--- src/rtl/cam_pattern_gen.sv ---
// OV7670-style camera emulator: drives VSYNC/HREF/pixel bytes (RGB565, high byte first)
// in the PCLK domain with selectable test patterns, for exercising the capture path.
module cam_pattern_gen #(
  parameter int unsigned H_PIX    = 160,
  parameter int unsigned V_LINES  = 120,
  parameter int unsigned H_BLANK  = 16,
  parameter int unsigned VS_LINES = 3,
  parameter int unsigned V_BACK   = 2,
  parameter int unsigned V_FRONT  = 2
) (
  input  logic        CAM_PCLK,
  input  logic        rst,
  input  logic        en,
  input  logic [1:0]  mode,
  input  logic [15:0] solid_color,
  output logic        CAM_VSYNC,
  output logic        CAM_HREF,
  output logic [7:0]  CAM_px_data,
  output logic        frame_done,
  output logic [15:0] frame_cnt
);

  localparam int unsigned L       = 2*H_PIX + H_BLANK;
  localparam int unsigned VS_CYC  = VS_LINES*L;
  localparam int unsigned VB_CYC  = V_BACK*L;
  localparam int unsigned VF_CYC  = V_FRONT*L;
  localparam int unsigned M1      = (VS_CYC > VB_CYC) ? VS_CYC : VB_CYC;
  localparam int unsigned M2      = (VF_CYC > H_BLANK) ? VF_CYC : H_BLANK;
  localparam int unsigned CNT_MAX = (M1 > M2) ? M1 : M2;
  localparam int unsigned CW      = (CNT_MAX > 1) ? $clog2(CNT_MAX) : 1;
  localparam int unsigned BW      = (2*H_PIX > 1) ? $clog2(2*H_PIX) : 1;
  localparam int unsigned YW      = (V_LINES > 1) ? $clog2(V_LINES) : 1;
  localparam int unsigned BAR_W   = (H_PIX/8 > 0) ? H_PIX/8 : 1;

  typedef enum logic [2:0] {
    S_IDLE, S_VSYNC, S_VBACK, S_ACTIVE, S_HBLANK, S_VFRONT
  } state_t;

  state_t        state;
  logic [CW-1:0] cnt;
  logic [BW-1:0] bx;
  logic [YW-1:0] y;
  logic [1:0]    mode_q;
  logic [15:0]   color_q;

  function automatic logic [15:0] pixel(input logic [15:0] x, input logic [15:0] yy);
    logic [15:0] bar;
    logic [15:0] p;
    bar = x / 16'(BAR_W);
    p   = '0;
    case (mode_q)
      2'd0: p = color_q;
      2'd1: begin
        case (bar)
          16'd0:   p = 16'hFFFF;
          16'd1:   p = 16'hFFE0;
          16'd2:   p = 16'h07FF;
          16'd3:   p = 16'h07E0;
          16'd4:   p = 16'hF81F;
          16'd5:   p = 16'hF800;
          16'd6:   p = 16'h001F;
          default: p = 16'h0000;
        endcase
      end
      2'd2: p = {x[7:3], yy[6:1], ~x[7:3]};
      default: p = (x[3] ^ yy[3]) ? '1 : '0;
    endcase
    return p;
  endfunction

  function automatic logic [7:0] byte_of(input logic [BW-1:0] b, input logic [YW-1:0] yy);
    logic [15:0] p;
    p = pixel(16'(b >> 1), 16'(yy));
    return b[0] ? p[7:0] : p[15:8];
  endfunction

  // Data is registered from the index of the byte being launched on this edge,
  // so bx/y always name the byte currently on the bus.
  always_ff @(posedge CAM_PCLK or negedge rst) begin
    if (!rst) begin
      state       <= S_IDLE;
      cnt         <= '0;
      bx          <= '0;
      y           <= '0;
      mode_q      <= '0;
      color_q     <= '0;
      CAM_VSYNC   <= 1'b0;
      CAM_HREF    <= 1'b0;
      CAM_px_data <= '0;
      frame_done  <= 1'b0;
      frame_cnt   <= '0;
    end else begin
      frame_done <= 1'b0;
      case (state)
        S_IDLE: begin
          CAM_VSYNC   <= 1'b0;
          CAM_HREF    <= 1'b0;
          CAM_px_data <= '0;
          if (en) begin
            state     <= S_VSYNC;
            CAM_VSYNC <= 1'b1;
            cnt       <= '0;
            mode_q    <= mode;
            color_q   <= solid_color;
          end
        end
        S_VSYNC: begin
          if (cnt == CW'(VS_CYC - 1)) begin
            CAM_VSYNC <= 1'b0;
            state     <= S_VBACK;
            cnt       <= '0;
          end else begin
            cnt <= cnt + 1'b1;
          end
        end
        S_VBACK: begin
          if (cnt == CW'(VB_CYC - 1)) begin
            state       <= S_ACTIVE;
            CAM_HREF    <= 1'b1;
            bx          <= '0;
            y           <= '0;
            CAM_px_data <= byte_of('0, '0);
          end else begin
            cnt <= cnt + 1'b1;
          end
        end
        S_ACTIVE: begin
          if (bx == BW'(2*H_PIX - 1)) begin
            state       <= S_HBLANK;
            CAM_HREF    <= 1'b0;
            CAM_px_data <= '0;
            cnt         <= '0;
          end else begin
            bx          <= bx + 1'b1;
            CAM_px_data <= byte_of(bx + 1'b1, y);
          end
        end
        S_HBLANK: begin
          if (cnt == CW'(H_BLANK - 1)) begin
            cnt <= '0;
            if (y == YW'(V_LINES - 1)) begin
              state <= S_VFRONT;
            end else begin
              state       <= S_ACTIVE;
              CAM_HREF    <= 1'b1;
              bx          <= '0;
              y           <= y + 1'b1;
              CAM_px_data <= byte_of('0, y + 1'b1);
            end
          end else begin
            cnt <= cnt + 1'b1;
          end
        end
        S_VFRONT: begin
          // The done cycle is spent in IDLE, which relaunches VSYNC on the next edge if en is high.
          if (cnt == CW'(VF_CYC - 1)) begin
            frame_done <= 1'b1;
            frame_cnt  <= frame_cnt + 1'b1;
            state      <= S_IDLE;
            cnt        <= '0;
          end else begin
            cnt <= cnt + 1'b1;
          end
        end
        default: state <= S_IDLE;
      endcase
    end
  end

endmodule

--- config.mk ---
export PLATFORM = sky130hd
export DESIGN_NAME = cam_pattern_gen
export DESIGN_NICKNAME = d
export VERILOG_FILES = /design/src/rtl/cam_pattern_gen.sv
export SDC_FILE = /design/constraint.sdc
export NUM_CORES = 1
export LEC_CHECK = 0
export BUFFER_PORTS_ARGS = -buffer_cell sky130_fd_sc_hd__buf_2
export CAP_MARGIN = 20
export CORE_UTILIZATION = 35
export CTS_CLUSTER_DIAMETER = 60
export DETAILED_ROUTE_END_ITERATION = 8
export MAX_ROUTING_LAYER = met4
export PLACE_DENSITY = 0.63
export RECOVER_POWER = 100
export SLEW_MARGIN = 20
export SYNTH_ARGS = -nofsm -noshare
export SYNTH_HDL_FRONTEND = slang
export SYNTH_SLANG_ARGS = --single-unit
export TNS_END_PERCENT = 50
--- constraint.sdc ---
create_clock -name CAM_PCLK -period 4.6 [get_ports CAM_PCLK]
set_clock_uncertainty 0.05 [all_clocks]
set_input_delay 0.23 -clock CAM_PCLK [delete_from_list [all_inputs] [get_ports CAM_PCLK]]
set_output_delay 0.23 -clock CAM_PCLK [all_outputs]
set_load 0.005 [all_outputs]
==> summary.md, run 1 <==
| Metric | Value |
|---|---|
| Status | `finished, violations left` |
| Failing checks | `capacitance limit, slew limit` |
| Worst vdd ir | `0.251 mV` |
| Worst skew pair latency | `350 ps` |
| Netlist Area Pre-Place | `4700 um^2` |
| Min-delay worst type | `in2reg` |
| Layout cells sized above 1 | `14.4%` |
| Slowest stage cell on the critical path | `dfrtp_1` |
| Via count of the first global-routing pass | `4,092` |
| Largest area contributor in the netlist | `dfrtp_1` |
| Slew margin rel. | `-49.3%` |
| Synth warn | `0` |
| Asr flop ratio synth | `100%` |
| Core area | `12,900 um^2` |
| Pwr Density | `533 nW/um^2` |
| FF+latch count, synth | `74` |
| EDFF count, synth | `0` |
| Total GRT Usage | `18.7%` |
| Core Util, Final | `41.7%` |
| Pre-antenna DRT Iters | `5` |
| WL/cell | `16.1 um` |
| Vias | `4,236` |
| Final period util | `90.5%` |
| Setup violations, final | `0` |
| IO buf count | `47` |
| CTS Sinks | `74` |
| Critical Path Start Type | `register` |
| Area of the multi-input gates | `2630 um^2` |
| Most common cell in the synthesized netlist | `dfrtp_1` |
| Register area | `1850 um^2` |
| Total CTS buffers | `9` |
| Chip height | `118 um` |
| Initial core utilization | `36.5%` |
| Avg Cell Area, Syn | `8.71 um^2` |
| Unique cell type count in the Yosys netlist | `67` |
| TritonCTS clock tree | `done` |
| Ys flop type | `dfrtp_1` |
| Post-CTS Hold Buffers | `0` |
| Crit. End Element | `register` |
| Sequential share of the synthesized area | `39.4%` |
| Antenna violations before repair | `0` |
| Min cycle time layout | `4160 ps` |
| Syn_nets | `566` |
| Dpl hpwl | `8.53 mm` |
| Io pins | `48` |
| F_max | `0.240 GHz` |
| Site row count | `41` |
| Worst-margin pin slew | `2240 ps` |
| Setup TNS | `0 ps` |
| DRC | `0` |
| DRT antenna net count | `0` |
| Die ar. | `13,900 um^2` |
| Routed WL | `12.0 mm` |
| DR vias/cell | `5.67` |
| Clk root buf | `clkbuf_16` |
| Worst path cell trace | `ha_1, and2_1, a21oi_1, nor2_1, nand2_1, ha_1, a21oi_2, a32oi_2, nor3_1, mux2i_1, a22oi_1, a41o_1, a21oi_1, o21ai_0` |
| RSZ-0062 raised after global routing | `no` |
| Worst path arrival time | `4320 ps` |
| Overflow after GRT | `0` |
| Static leakage power | `2.26 nW` |
| Layout area overhead | `14.1%` |
| Post-CTS sizing | `0` |
| Max H-tree Level | `3` |
| Worst path required time | `4760 ps` |
| Largest net degree at the start of global routing | `75` |
| Crit-path max FO | `14` |
| Max Transition Viols Final | `50` |
| Kind of critical path | `reg2reg` |
| Net count, final | `596` |
| Ant diodes | `0` |
| Endpoints failing hold | `0` |
| Drt initial violations | `344` |
| Cells after Synth | `540` |
| Synth cell count leaders | `74 x dfrtp_1, 53 x nand2_1, 52 x nor2_1` |
| Synth area leaders | `dfrtp_1 39%, mux2_2 5.3%, o21ai_0 4.7%` |
| Post-synth top area share | `39.4%` |
| First-pass GRT wire length | `20.3 mm` |
| Die Wd | `118 um` |
| Worst-path clk slew | `60 ps` |
| Clock Path Buffers | `2` |
| Final GP Congestion | `0.949` |
| Max-cap violation count | `1` |
| CP max stage delay | `610 ps` |
| Fillers | `1,275` |
| Number of buffers added for setup after CTS | `0` |
where the power goes:
group          internal, mW  switching (mW)  total, mW
Clock                 0.535           0.293      0.828
Combinational         0.410           0.578      0.988
Sequential            0.803           0.241       1.04
per-layer routing:
metal	GRT usage (%)	vias up	routed length [um]
li1	-	2033	-
met4	7.69	0	356
met3	4.46	33	781
met5	-	-	0
met1	24.3	1986	5520
met2	27.9	184	5350
stage by stage:
| step | worst slack, ps | instance area, um^2 | hold WS, ps | power [mW] | std cells |
|---|---|---|---|---|---|
| detailed placement | 596 | 5040 | 395 | 2.03 | 729 |
| finish | 439 | 5370 | 38.7 | 2.86 | 747 |
| global route | 87.5 | 5370 | 50.2 | 3.06 | 747 |
| CTS | 481 | 5390 | 37.9 | 2.88 | 745 |
| floorplan | 1280 | 4700 | -116 | 1.73 | 540 |
| global placement | 743 | 5040 | 388 | 2.02 | 729 |
critical path: cells and delay by family (launching register included):
family / cells / cell delay, ps
AOI/OAI and AO/OA: 7 / 1110
adders and majority gates: 2 / 730
DFF: 1 / 610
muxes: 1 / 320
and+or+nand+nor: 4 / 1200
sequential cells by signal, summed over array words and instances (netlist names):
signal and flops:
bx 9, CAM_px_data 8, state 3, y 7, CAM_VSYNC 1, mode_q 2, frame_done 1, cnt 10
CAM_HREF 1, frame_cnt 16, color_q 16
area by class of cell:
cell class / count / area share [%]
multi-input combinational: 417 / 48.9
sequential: 74 / 34.5
timing repair buffer: 54 / 5.01
clock buffer: 9 / 4.20
tap: 172 / 4.01
clock inverter: 7 / 2.36
inverter: 14 / 0.979
path summary, 6_finish.rpt:
check	from	endpoint	slack, ps	cells past startpoint
hold / removal	mode[0]	mode_q[0]$_DFFE_PN0P_	40	3
setup reg to reg	bx[0]$_DFFE_PN0P_	CAM_px_data[3]$_DFFE_PN0P_	440	14
max in group asynchronous	rst	state[1]$_DFFE_PN0P_	940	3
setup / recovery	bx[0]$_DFFE_PN0P_	CAM_px_data[3]$_DFFE_PN0P_	440	14
min in group asynchronous	rst	color_q[10]$_DFFE_PN0P_	680	2
hold reg to reg	frame_cnt[15]$_DFFE_PN0P_	frame_cnt[15]$_DFFE_PN0P_	420	1
cells in the final DEF, fill, tap and decap left out, types with 7 or more instances in the layout:
cell and n:
a211oi_1 7, a21oi_1 25, a31oi_1 12, and3_1 9, buf_2 32, clkbuf_1 17
clkbuf_16 9, dfrtp_1 74, inv_1 13, mux2_2 22, mux2i_1 9, nand2_1 54
nand3_1 21, nand4_1 10, nor2_1 52, nor3_1 15, o21ai_0 46, o31ai_1 7
xnor2_1 19, xor2_1 11
logic make-up after synthesis:
kind of cell / synth area share, %
buffers and inverters: 4.50
AO/OA/AOI/OAI: 20.4
flip-flops: 39.4
AND/OR/NAND/NOR: 21.4
adder cells (fa/ha/maj): 1.54
XOR/XNOR: 5.59
multiplexers: 7.18
Power figures use the tool's default switching activity.
==> inputs of run 2 (changes only) <==
--- a/config.mk
+++ b/config.mk
@@ -7,6 +7,7 @@
 export LEC_CHECK = 0
 export BUFFER_PORTS_ARGS = -buffer_cell sky130_fd_sc_hd__buf_2
 export CAP_MARGIN = 20
+export CORE_ASPECT_RATIO = 1.2
 export CORE_UTILIZATION = 35
 export CTS_CLUSTER_DIAMETER = 60
 export DETAILED_ROUTE_END_ITERATION = 8
==> run 2 against run 1 <==
Against the previous run: the flow still finishes with violations (capacitance limit, slew limit); critical path depth stayed put; worst setup slack worse by 37 ps; cell area is 1.5% lower; critical endpoint is now CAM_px_data[2]$_DFFE_PN0P_.
==> summary.md, run 2 (same netlist as run 1, synthesis figures left out) <==
| Metric | Value |
|---|---|
| Die Wd | `108 um (was 118 um)` |
| Core Util, Final | `40.1% (was 41.7%)` |
| CP max stage delay | `620 ps (was 610 ps)` |
| WL met3 | `565 um (was 781 um)` |
| F_max | `0.238 GHz (was 0.240 GHz)` |
| Total CTS buffers | `9 (unchanged)` |
| Worst path cell trace | `ha_1, nand4_1, or3_1, and2_1, inv_1, ha_1, a21oi_2, a32oi_2, nor3_1, mux2i_1, a22oi_1, a41o_1, nand2_1, o21ai_1 (was ha_1, and2_1, a21oi_1, nor2_1, nand2_1, ha_1, a21oi_2, a32oi_2, nor3_1, mux2i_1, a22oi_1, a41o_1, a21oi_1, o21ai_0)` |
| Static leakage power | `2.22 nW (was 2.26 nW)` |
| Pre-antenna DRT Iters | `5 (unchanged)` |
| Status | `finished, violations left (unchanged)` |
| Post-CTS sizing | `0 (unchanged)` |
| Drt initial violations | `218 (was 344)` |
| Biggest regs | `color_q x16, frame_cnt x16, cnt x10 (unchanged)` |
| Clock Path Buffers | `2 (unchanged)` |
| Via count of the first global-routing pass | `4,076 (was 4,092)` |
| IO buf count | `47 (unchanged)` |
| Dpl hpwl | `8.85 mm (was 8.53 mm)` |
| Overflow after GRT | `0 (unchanged)` |
| Crit. End Element | `register (unchanged)` |
| Routed WL | `12.5 mm (was 12.0 mm)` |
| Layout area overhead | `12.3% (was 14.1%)` |
| Worst setup margin | `401 ps (was 439 ps)` |
| Worst skew pair latency | `350 ps (about the same)` |
| Worst path arrival time | `4350 ps (was 4320 ps)` |
| Vias | `4,268 (was 4,236)` |
| Register area | `1850 um^2 (unchanged)` |
| Max Transition Viols Final | `75 (was 50)` |
| DRC | `0 (unchanged)` |
| WL/cell | `16.9 um (was 16.1 um)` |
| Slew margin rel. | `-24.2% (was -49.3%)` |
| CTS Sinks | `74 (unchanged)` |
| Met2 WL | `5.93 mm (was 5.35 mm)` |
| Site row count | `46 (was 41)` |
| First-pass GRT wire length | `20.7 mm (was 20.3 mm)` |
| Min cycle time layout | `4200 ps (was 4160 ps)` |
| Chip height | `129 um (was 118 um)` |
| Crit-path max FO | `14 (unchanged)` |
| Max-cap violation count | `1 (unchanged)` |
| Min-delay worst type | `in2reg (unchanged)` |
| Setup TNS | `0 ps (unchanged)` |
| Layout cells sized above 1 | `14.7% (was 14.4%)` |
| Worst-path clk slew | `60 ps (about the same)` |
| M1 WL | `5.63 mm (was 5.52 mm)` |
| Io pins | `48 (unchanged)` |
| CP delay by family, top | `simple AND/OR/NAND/NOR gates (unchanged)` |
| Final period util | `91.3% (was 90.5%)` |
| Area of the multi-input gates | `2630 um^2 (unchanged)` |
| Pre-CTS WS | `497 ps (was 596 ps)` |
| Failing checks | `capacitance limit, slew limit (unchanged)` |
| Setup violations, final | `0 (unchanged)` |
| Antenna violations before repair | `0 (unchanged)` |
| Fillers | `1,335 (was 1,275)` |
| Most frequent cells in the layout | `74 x dfrtp_1, 54 x nand2_1, 52 x nor2_1, 45 x o21ai_0, 33 x buf_2 (was 74 x dfrtp_1, 54 x nand2_1, 52 x nor2_1, 46 x o21ai_0, 32 x buf_2)` |
| Number of buffers added for setup after CTS | `0 (unchanged)` |
| Final GP Congestion | `0.926 (was 0.949)` |
| Endpoints failing hold | `0 (unchanged)` |
| Worst path most repeated cell | `ha_1` |
| Core area | `13,200 um^2 (was 12,900 um^2)` |
| Worst-margin pin slew | `1860 ps (was 2240 ps)` |
| Most common cell after layout, fill and taps aside | `dfrtp_1 (unchanged)` |
| Worst path required time | `4750 ps (was 4760 ps)` |
| Post-CTS Hold Buffers | `0 (unchanged)` |
| Ant diodes | `0 (unchanged)` |
| Clk root buf | `clkbuf_16 (unchanged)` |
| Net count, final | `593 (was 596)` |
| DR vias/cell | `5.77 (was 5.67)` |
| Critical Path Start Type | `register (unchanged)` |
| Initial core utilization | `35.7% (was 36.5%)` |
| Die ar. | `13,900 um^2 (about the same)` |
| Worst vdd ir | `0.248 mV (was 0.251 mV)` |
| TritonCTS clock tree | `done (unchanged)` |
| Largest net degree at the start of global routing | `75 (unchanged)` |
| Max H-tree Level | `3 (unchanged)` |
| Buf/Inv on CP | `1 (was 0)` |
| Total GRT Usage | `19.7% (was 18.7%)` |
| Kind of critical path | `reg2reg (unchanged)` |
| RSZ-0062 raised after global routing | `no (unchanged)` |
| Pwr Density | `524 nW/um^2 (was 533 nW/um^2)` |
| Slowest stage cell on the critical path | `dfrtp_1 (unchanged)` |
| Highest metal used | `met4 (unchanged)` |
| DRT antenna net count | `0 (unchanged)` |
[run 2: cell types whose count changed in the layout (fill, tap and decap cells not counted), sizes merged]
cell	previous run	this run
clkinvlp	1	2
dlygate4sd3	1	0
bufinv	3	1
clkbuf	26	25
inv	14	15
dlymetal6s4s	1	0
[run 2: metal layers]
metal,GRT usage [%],up-vias
met4,10.7,0
met3,3.34,29
met1,24.7,2068
li1,-,2020
met5,-,-
met2,30.2,151
[run 2: worst paths after layout]
kind / startpoint / to / slack (ps) / cells after the start
setup / recovery: bx[0]$_DFFE_PN0P_ / CAM_px_data[2]$_DFFE_PN0P_ / 400 / 14
hold reg to reg: frame_cnt[15]$_DFFE_PN0P_ / frame_cnt[15]$_DFFE_PN0P_ / 420 / 1
min in group asynchronous: rst / frame_cnt[15]$_DFFE_PN0P_ / 340 / 1
max in group asynchronous: rst / bx[4]$_DFFE_PN0P_ / 3050 / 1
hold / removal: mode[0] / mode_q[0]$_DFFE_PN0P_ / 30 / 3
setup reg to reg: bx[0]$_DFFE_PN0P_ / CAM_px_data[2]$_DFFE_PN0P_ / 400 / 14
[run 2: report_power, final]
group          switching [mW]  internal (mW)
clock network           0.301          0.424
registers               0.253          0.803
logic                   0.582          0.404
total                    1.14           1.63
[run 2: metrics by stage]
stage | std cells | power, mW | instance area (um^2) | hold WS (ps)
after detailed placement | 724 | 2.04 | 5030 | 388
after global placement | 724 | 2.02 | 5030 | 387
final | 740 | 2.77 | 5280 | 33.7
after global routing | 740 | 2.96 | 5280 | 52.4
after floorplan | 540 | 1.73 | 4700 | -116
after CTS | 740 | 2.78 | 5330 | 17.9
[run 2: cell type report]
class / instances / area share, %
Inverter: 14 / 0.995
Timing Repair Buffer: 51 / 4.57
Multi-Input combinational cell: 417 / 49.7
Sequential cell: 74 / 35.1
Tap cell: 168 / 3.98
Clock buffer: 9 / 4.26
Clock inverter: 7 / 1.44
[run 2: worst reg2reg max path, delay by kind of cell (launching register included)]
family / cells / cell delay [ps]
adder cells (fa/ha/maj): 2 / 710
buffers and inverters: 1 / 100
AND/OR/NAND/NOR: 5 / 1410
AO/OA/AOI/OAI: 5 / 810
multiplexers: 1 / 350
flip-flops: 1 / 620
